### config.mk
export PLATFORM = sky130hd
export DESIGN_NAME = mem_port_arbiter
export DESIGN_NICKNAME = d
export VERILOG_FILES = /design/src/rtl/mem_arb_pkg.sv /design/src/rtl/mem_arb_pick.sv /design/src/rtl/mem_port_arbiter.sv
export SDC_FILE = /design/constraint.sdc
export NUM_CORES = 1
export LEC_CHECK = 0
export BUFFER_PORTS_ARGS = -buffer_cell sky130_fd_sc_hd__buf_2
export CAP_MARGIN = 20
export CORE_UTILIZATION = 49
export DETAILED_ROUTE_END_ITERATION = 8
export HOLD_SLACK_MARGIN = 0.12
export PLACE_DENSITY = 0.88
export SYNTH_ARGS = -nofsm -noshare
export SYNTH_HDL_FRONTEND = slang
export SYNTH_SLANG_ARGS = --single-unit
### constraint.sdc
create_clock -name clk -period 3.1 [get_ports clk]
set_input_delay 0.93 -clock clk [delete_from_list [all_inputs] [get_ports clk]]
set_output_delay 0.93 -clock clk [all_outputs]
set_load 0.1 [all_outputs]
### src/rtl/mem_arb_pkg.sv
// Shared types and constants for the two-port memory arbiter.
// Round-robin tie-break is selected by defining MEM_ARB_RR_EN.
package mem_arb_pkg;

    localparam int MEM_ARB_AW = 12;
    localparam int MEM_ARB_DW = 16;

    typedef enum logic [1:0] {
        ST_IDLE   = 2'd0,
        ST_ACCESS = 2'd1,
        ST_RESP   = 2'd2
    } state_e;

    localparam logic PORT_IF   = 1'b0;
    localparam logic PORT_DATA = 1'b1;

endpackage

### src/rtl/mem_arb_pick.sv
// Combinational winner select for the two memory ports.
// MEM_ARB_RR_EN: round-robin tie-break; otherwise data port wins ties.
module mem_arb_pick
    import mem_arb_pkg::*;
(
    input  logic req0_i,
    input  logic req1_i,
    input  logic last_grant_i,
    output logic grant_valid_o,
    output logic grant_id_o
);

    assign grant_valid_o = req0_i | req1_i;

`ifdef MEM_ARB_RR_EN
    always_comb begin
        grant_id_o = PORT_IF;
        if (req0_i && req1_i) begin
            grant_id_o = ~last_grant_i;
        end else if (req1_i) begin
            grant_id_o = PORT_DATA;
        end
    end
`else
    logic unused_last_grant;
    assign unused_last_grant = last_grant_i;
    assign grant_id_o = req1_i ? PORT_DATA : PORT_IF;
`endif

endmodule

### src/rtl/mem_port_arbiter.sv
// Shares one memory between fetch (port 0) and data (port 1) ports.
// Define MEM_ARB_RR_EN for round-robin ties (adds a last_grant flop).
module mem_port_arbiter
    import mem_arb_pkg::*;
#(
    parameter int AW = MEM_ARB_AW,
    parameter int DW = MEM_ARB_DW
) (
    input  logic          clk,
    input  logic          rst_n,
    input  logic          p0_req,
    input  logic          p0_we,
    input  logic [AW-1:0] p0_addr,
    input  logic [DW-1:0] p0_wdata,
    output logic          p0_ack,
    output logic [DW-1:0] p0_rdata,
    input  logic          p1_req,
    input  logic          p1_we,
    input  logic [AW-1:0] p1_addr,
    input  logic [DW-1:0] p1_wdata,
    output logic          p1_ack,
    output logic [DW-1:0] p1_rdata,
    output logic          mem_read,
    output logic          mem_write,
    output logic [AW-1:0] mem_addr,
    output logic [DW-1:0] mem_wdata,
    input  logic [DW-1:0] mem_rdata,
    output logic          busy
);

    state_e        state_q, state_d;
    logic          win_q, win_d;
    logic          we_q, we_d;
    logic [AW-1:0] addr_q, addr_d;
    logic [DW-1:0] wdata_q, wdata_d;
    logic [DW-1:0] rdata0_q, rdata0_d;
    logic [DW-1:0] rdata1_q, rdata1_d;

    logic last_grant;
    logic grant_valid;
    logic grant_id;

    mem_arb_pick u_pick (
        .req0_i        (p0_req),
        .req1_i        (p1_req),
        .last_grant_i  (last_grant),
        .grant_valid_o (grant_valid),
        .grant_id_o    (grant_id)
    );

`ifdef MEM_ARB_RR_EN
    logic last_grant_q;

    always_ff @(posedge clk or negedge rst_n) begin
        if (!rst_n) begin
            last_grant_q <= PORT_DATA;
        end else if (state_q == ST_IDLE && grant_valid) begin
            last_grant_q <= grant_id;
        end
    end

    assign last_grant = last_grant_q;
`else
    assign last_grant = PORT_DATA;
`endif

    always_ff @(posedge clk or negedge rst_n) begin
        if (!rst_n) begin
            state_q  <= ST_IDLE;
            win_q    <= PORT_IF;
            we_q     <= 1'b0;
            addr_q   <= '0;
            wdata_q  <= '0;
            rdata0_q <= '0;
            rdata1_q <= '0;
        end else begin
            state_q  <= state_d;
            win_q    <= win_d;
            we_q     <= we_d;
            addr_q   <= addr_d;
            wdata_q  <= wdata_d;
            rdata0_q <= rdata0_d;
            rdata1_q <= rdata1_d;
        end
    end

    // Strobes and acks decode from state alone, so reset kills them at once.
    always_comb begin
        state_d   = state_q;
        win_d     = win_q;
        we_d      = we_q;
        addr_d    = addr_q;
        wdata_d   = wdata_q;
        rdata0_d  = rdata0_q;
        rdata1_d  = rdata1_q;
        mem_read  = 1'b0;
        mem_write = 1'b0;
        p0_ack    = 1'b0;
        p1_ack    = 1'b0;
        unique case (state_q)
            ST_IDLE: begin
                if (grant_valid) begin
                    state_d = ST_ACCESS;
                    win_d   = grant_id;
                    if (grant_id == PORT_DATA) begin
                        we_d    = p1_we;
                        addr_d  = p1_addr;
                        wdata_d = p1_wdata;
                    end else begin
                        we_d    = p0_we;
                        addr_d  = p0_addr;
                        wdata_d = p0_wdata;
                    end
                end
            end
            ST_ACCESS: begin
                mem_read  = ~we_q;
                mem_write = we_q;
                state_d   = ST_RESP;
                if (!we_q) begin
                    if (win_q == PORT_DATA) begin
                        rdata1_d = mem_rdata;
                    end else begin
                        rdata0_d = mem_rdata;
                    end
                end
            end
            ST_RESP: begin
                p0_ack  = (win_q == PORT_IF);
                p1_ack  = (win_q == PORT_DATA);
                state_d = ST_IDLE;
            end
            default: begin
                state_d = ST_IDLE;
            end
        endcase
    end

    assign mem_addr  = addr_q;
    assign mem_wdata = wdata_q;
    assign p0_rdata  = rdata0_q;
    assign p1_rdata  = rdata1_q;
    assign busy      = (state_q != ST_IDLE);

endmodule

# Word level (Yosys, flattened, before mapping)
# Index checks and enable logic that the tools add are counted.
dict set report totals {
  regBits 64
  in_bits 78
  output_inout_bits 65
  word_cells 28
}
dict set report op_classes {
  eq_ne 3
  mux 10
  bitwise 3
  n_reduce_logical 5
}
# operator count
set ops {}
lappend ops {{$mux W16} 1}
lappend ops {{$mux W12} 1}
lappend ops {{$mux W1} 6}
lappend ops {{$reduce_and A3 Y1} 2}
lappend ops {{$pmux W2 S2} 1}
lappend ops {{$eq A2 B1 Y1 const B} 1}
lappend ops {{$eq A2 B2 Y1 const B} 1}
lappend ops {{$logic_not A2 Y1} 1}
lappend ops {{$mux W2} 1}
lappend ops {{$ne A2 B2 Y1 const B} 1}
lappend ops {{$not A1 Y1} 2}
lappend ops {{$reduce_and A2 Y1} 1}
lappend ops {{$reduce_bool A2 Y1} 1}
lappend ops {{$or A1 B1 Y1} 1}

# Longest topological paths before layout
dict set report logic_depth {
  depth_word 3
  mapped_depth 4
  ltp_nobuf 3
}

# Hierarchy
# A second synthesis with hierarchy kept.
dict set report hier_totals {
  hier_cells 176
  area_unflattened_um2 2788.9
}
# module n_inst cells_per_inst area_per_inst_um2
set modules_own_cells {}
lappend modules_own_cells {mem_port_arbiter 1 174 2775.2}
lappend modules_own_cells {mem_arb_pick 1 2 13.8}

# Worst setup path after synthesis
# Ideal clock, no wire load.
dict set report synth_timing {
  path_kind {register to output}
  from {reg state_q[0]}
  to {out p0_ack}
  arrival_ns 2.645
  t_required_ns 2.170
  setup_slack_ns -0.475
  path_stages_with_launch 2
  cell_sequence {dfrtp_1 -> nor3b_1}
}
dict set report synth_between {
  elab_chain_len 2
}
# element line_no
set synth_rtl {}
lappend synth_rtl {{from (decl)} mem_port_arbiter.sv:31} ;# state_e state_q, state_d;
lappend synth_rtl {{from (signal assigned)} mem_port_arbiter.sv:77} ;# state_q <= state_d;
lappend synth_rtl {{$eq A2 B2 Y1} mem_port_arbiter.sv:100} ;# unique case (state_q)
lappend synth_rtl {{$mux W1} mem_port_arbiter.sv:100}
lappend synth_rtl {{to (decl)} mem_port_arbiter.sv:15} ;# output logic p0_ack,
# No other way between the ends.

# Worst setup path after layout
dict set report layout_timing {
  from {reg state_q[1]}
  to {out mem_write}
}
dict set report layout_between {
  elab_chain_len 2
}
# element line_no
set layout_rtl {}
lappend layout_rtl {{$eq A2 B1 Y1} mem_port_arbiter.sv:100}
lappend layout_rtl {{$mux W1} mem_port_arbiter.sv:100}
lappend layout_rtl {{to (decl)} mem_port_arbiter.sv:24} ;# output logic mem_write,
# No other way between the ends.

==> flow_summary.json <==
{
  "ys_seq_area_share_pct": 57.8,
  "reg2reg_from": "state_q[1]",
  "cts_setup_buffers": 0,
  "worstMarginPinSlew_ns": 0.865,
  "setup_violations": 0,
  "yosys-top-cells-area": "dfrtp_1 58%, mux2_2 37%, nor3b_4 0.68%, nor3_4 0.59%, buf_2 0.54%",
  "dp_hpwl_um": 4530,
  "wl_per_cell_um": 15.0,
  "endpoint": "mem_write",
  "numCtsBuffers": 9,
  "clk_pin_slew_ns": 0.07,
  "drive_above_1_share_pct": 77.7,
  "min_path_type": "flop to flop",
  "synth-simple-area-share_pct": 3.02,
  "clock_sinks": 64,
  "cts_tree": "built",
  "num-nets-final": 402,
  "fp.coreArea_um2": 5470,
  "period_needed_ns": 2.44,
  "critPathArrivalTime_ns": 1.51,
  "synth_enable_flop_cells": 0,
  "finalCritPeriodShare_pct": 78.7,
  "synth.top_cell.area_share_pct": 57.8,
  "status": "complete, but fails checks",
  "io_pins": 143,
  "violations": "DRC",
  "syn_area_um2": 2770,
  "antenna_found_initial": 0,
  "synth.avg_cell_area_um2": 15.8,
  "rows": 27,
  "ys_ff_latch": 64,
  "first_global_vias": 2069,
  "netlist_instances": 175,
  "postCtsHoldBufs": 0,
  "synth_top_family_by_area": "multiplexers",
  "via_per_inst": 4.95,
  "rsz0062_at_grt": "false",
  "die_x_um": 77.2,
  "diodes": 0,
  "critPathRequiredTime_ns": 2.17,
  "routed_wl_um": 5980,
  "first_pass_iters": 6,
  "cp_slowest_cell": "buf_2",
  "worstPathCellList": "nand2b_4 -> inv_1 -> and2_1 -> buf_2",
  "synth-adder-area-share_pct": 0,
  "cts-root-buf": "clkbuf_8",
  "critPathKind": "flop to output pin",
  "dieArea_um2": 5960,
  "final_area_um2": 3740,
  "syn_to_final_growth_pct": 35.1,
  "drc": 1,
  "finalHoldViolations": 0,
  "cp.depth": 4,
  "cap_violations": 0,
  "crit_path_start": "state_q[1]",
  "synth-xor-area-share_pct": 0,
  "grt_pass1_wl_um": 9960,
  "place_congestion": 0.696,
  "worstPathBufferInverterCount": 2,
  "start_util_pct": 50.6,
  "yosysTopAreaCell": "dfrtp_1",
  "critPathMaxFanout": 4,
  "max_slew_margin_pct": 42.3,
  "ctsLongestPathBuffers": 2,
  "muxShareOfSynthArea_pct": 36.6,
  "overflow": 0,
  "htree_levels": 3,
  "cts_resized": 0,
  "ys.flop_type": "dfrtp_1",
  "slew_viol_final": 0,
  "cp_top_family": "buffers and inverters",
  "clock_skew_ns": 0.00559,
  "fin_tns_setup_ns": 0,
  "grt_max_degree": 31,
  "track_usage_pct": 21.9,
  "r2r_setup_slack_ns": 1.24,
  "post-route-util_pct": 68.4,
  "vias": 1981,
  "max_freq_mhz": 410,
  "clock_latency_ns": 0.31,
  "port_buffers": 142,
  "synth_compound_area_share_pct": 0.587,
  "slowest_delay_ns": 0.42,
  "dpl-instance-area_um2": 3560,
  "die_h_um": 77.2,
  "ys_warn_count": 0,
  "postRouteAntennaNets": 0,
  "cp-end-kind": "output pin",
  "drtIter0Drc": 47,
  "ys_types": 18,
  "ys_top_cells_by_count": "90 x mux2_2, 64 x dfrtp_1, 3 x buf_2",
  "crit_path_start_kind": "flop",
  "syn_nets": 253,
  "synth.most_common_cell": "mux2_2",
  "r2r_end": "p1_rdata[12]",
  "worst-r2r-cell-count": 3,
  "ys_async_sr_fraction_pct": 100
}
[through the flow]
stage,setup slack (ns),hold slack [ns],cells
after floorplan,0.366,0.593,175
after global placement,0.827,0.485,385
after detailed placement,0.737,0.489,385
after CTS,0.642,0.505,400
after global routing,0.585,0.517,400
final,0.662,0.500,400
[worst min-delay path by stage]
stage / depth (start not counted) / end / from
floorplan: 2 / state_q[1] / state_q[0]
global placement: 1 / p1_rdata[14] / p1_rdata[14]
detailed placement: 1 / mem_wdata[4] / mem_wdata[4]
CTS: 1 / mem_wdata[4] / mem_wdata[4]
global route: 1 / p0_rdata[7] / p0_rdata[7]
finish: 1 / mem_addr[9] / mem_addr[9]
[flip-flops by register name (all words and copies together), names as in the netlist]
register	count
mem_addr	12
win_q	1
p0_rdata	16
p1_rdata	16
we_q	1
mem_wdata	16
state_q	2
[cells by family (layout without fill, tap and decap cells)]
kind of cell           Yosys count  count (layout)
AO/OA/AOI/OAI                    2               2
buffers and inverters           10             163
AND/OR/NAND/NOR                  9               9
flip-flops                      64              64
multiplexers                    90              90
[cell usage in the layout (no fill, tap or decap)]
cell and instances:
buf_4 4, and3b_2 1, nor2_1 2, clkbuf_1 1
inv_1 2, clkbuf_8 10, nand2_1 1, bufinv_16 1
and2_1 1, a22o_1 1, dfrtp_1 64, buf_2 142
nor3b_2 1, nor3b_4 1, o21a_1 1, nand2b_4 1
mux2_2 90, clkinv_2 3, nor3_4 1
[final cells by class]
| cell class | instances | area, um2 |
|---|---|---|
| Timing Repair Buffer | 146 | 741 |
| Clock buffer | 11 | 141 |
| Inverter | 2 | 7.51 |
| Fill cell | 428 | 1730 |
| Sequential cell | 64 | 1600 |
| Clock inverter | 4 | 45.0 |
| Multi-Input combinational cell | 101 | 1120 |
| Tap cell | 72 | 90.1 |
[routing by layer]
layer / vias to the layer above / GRT usage [%] / routed length [um]
met5: - / 0 / 0
met2: 76 / 38.0 / 3140
met3: 12 / 3.81 / 290
li1: 918 / - / -
met1: 975 / 25.9 / 2410
met4: 0 / 11.1 / 142
Power is not shown: default switching activity piles up to over one toggle a cycle in this logic, so the estimate is an artifact.
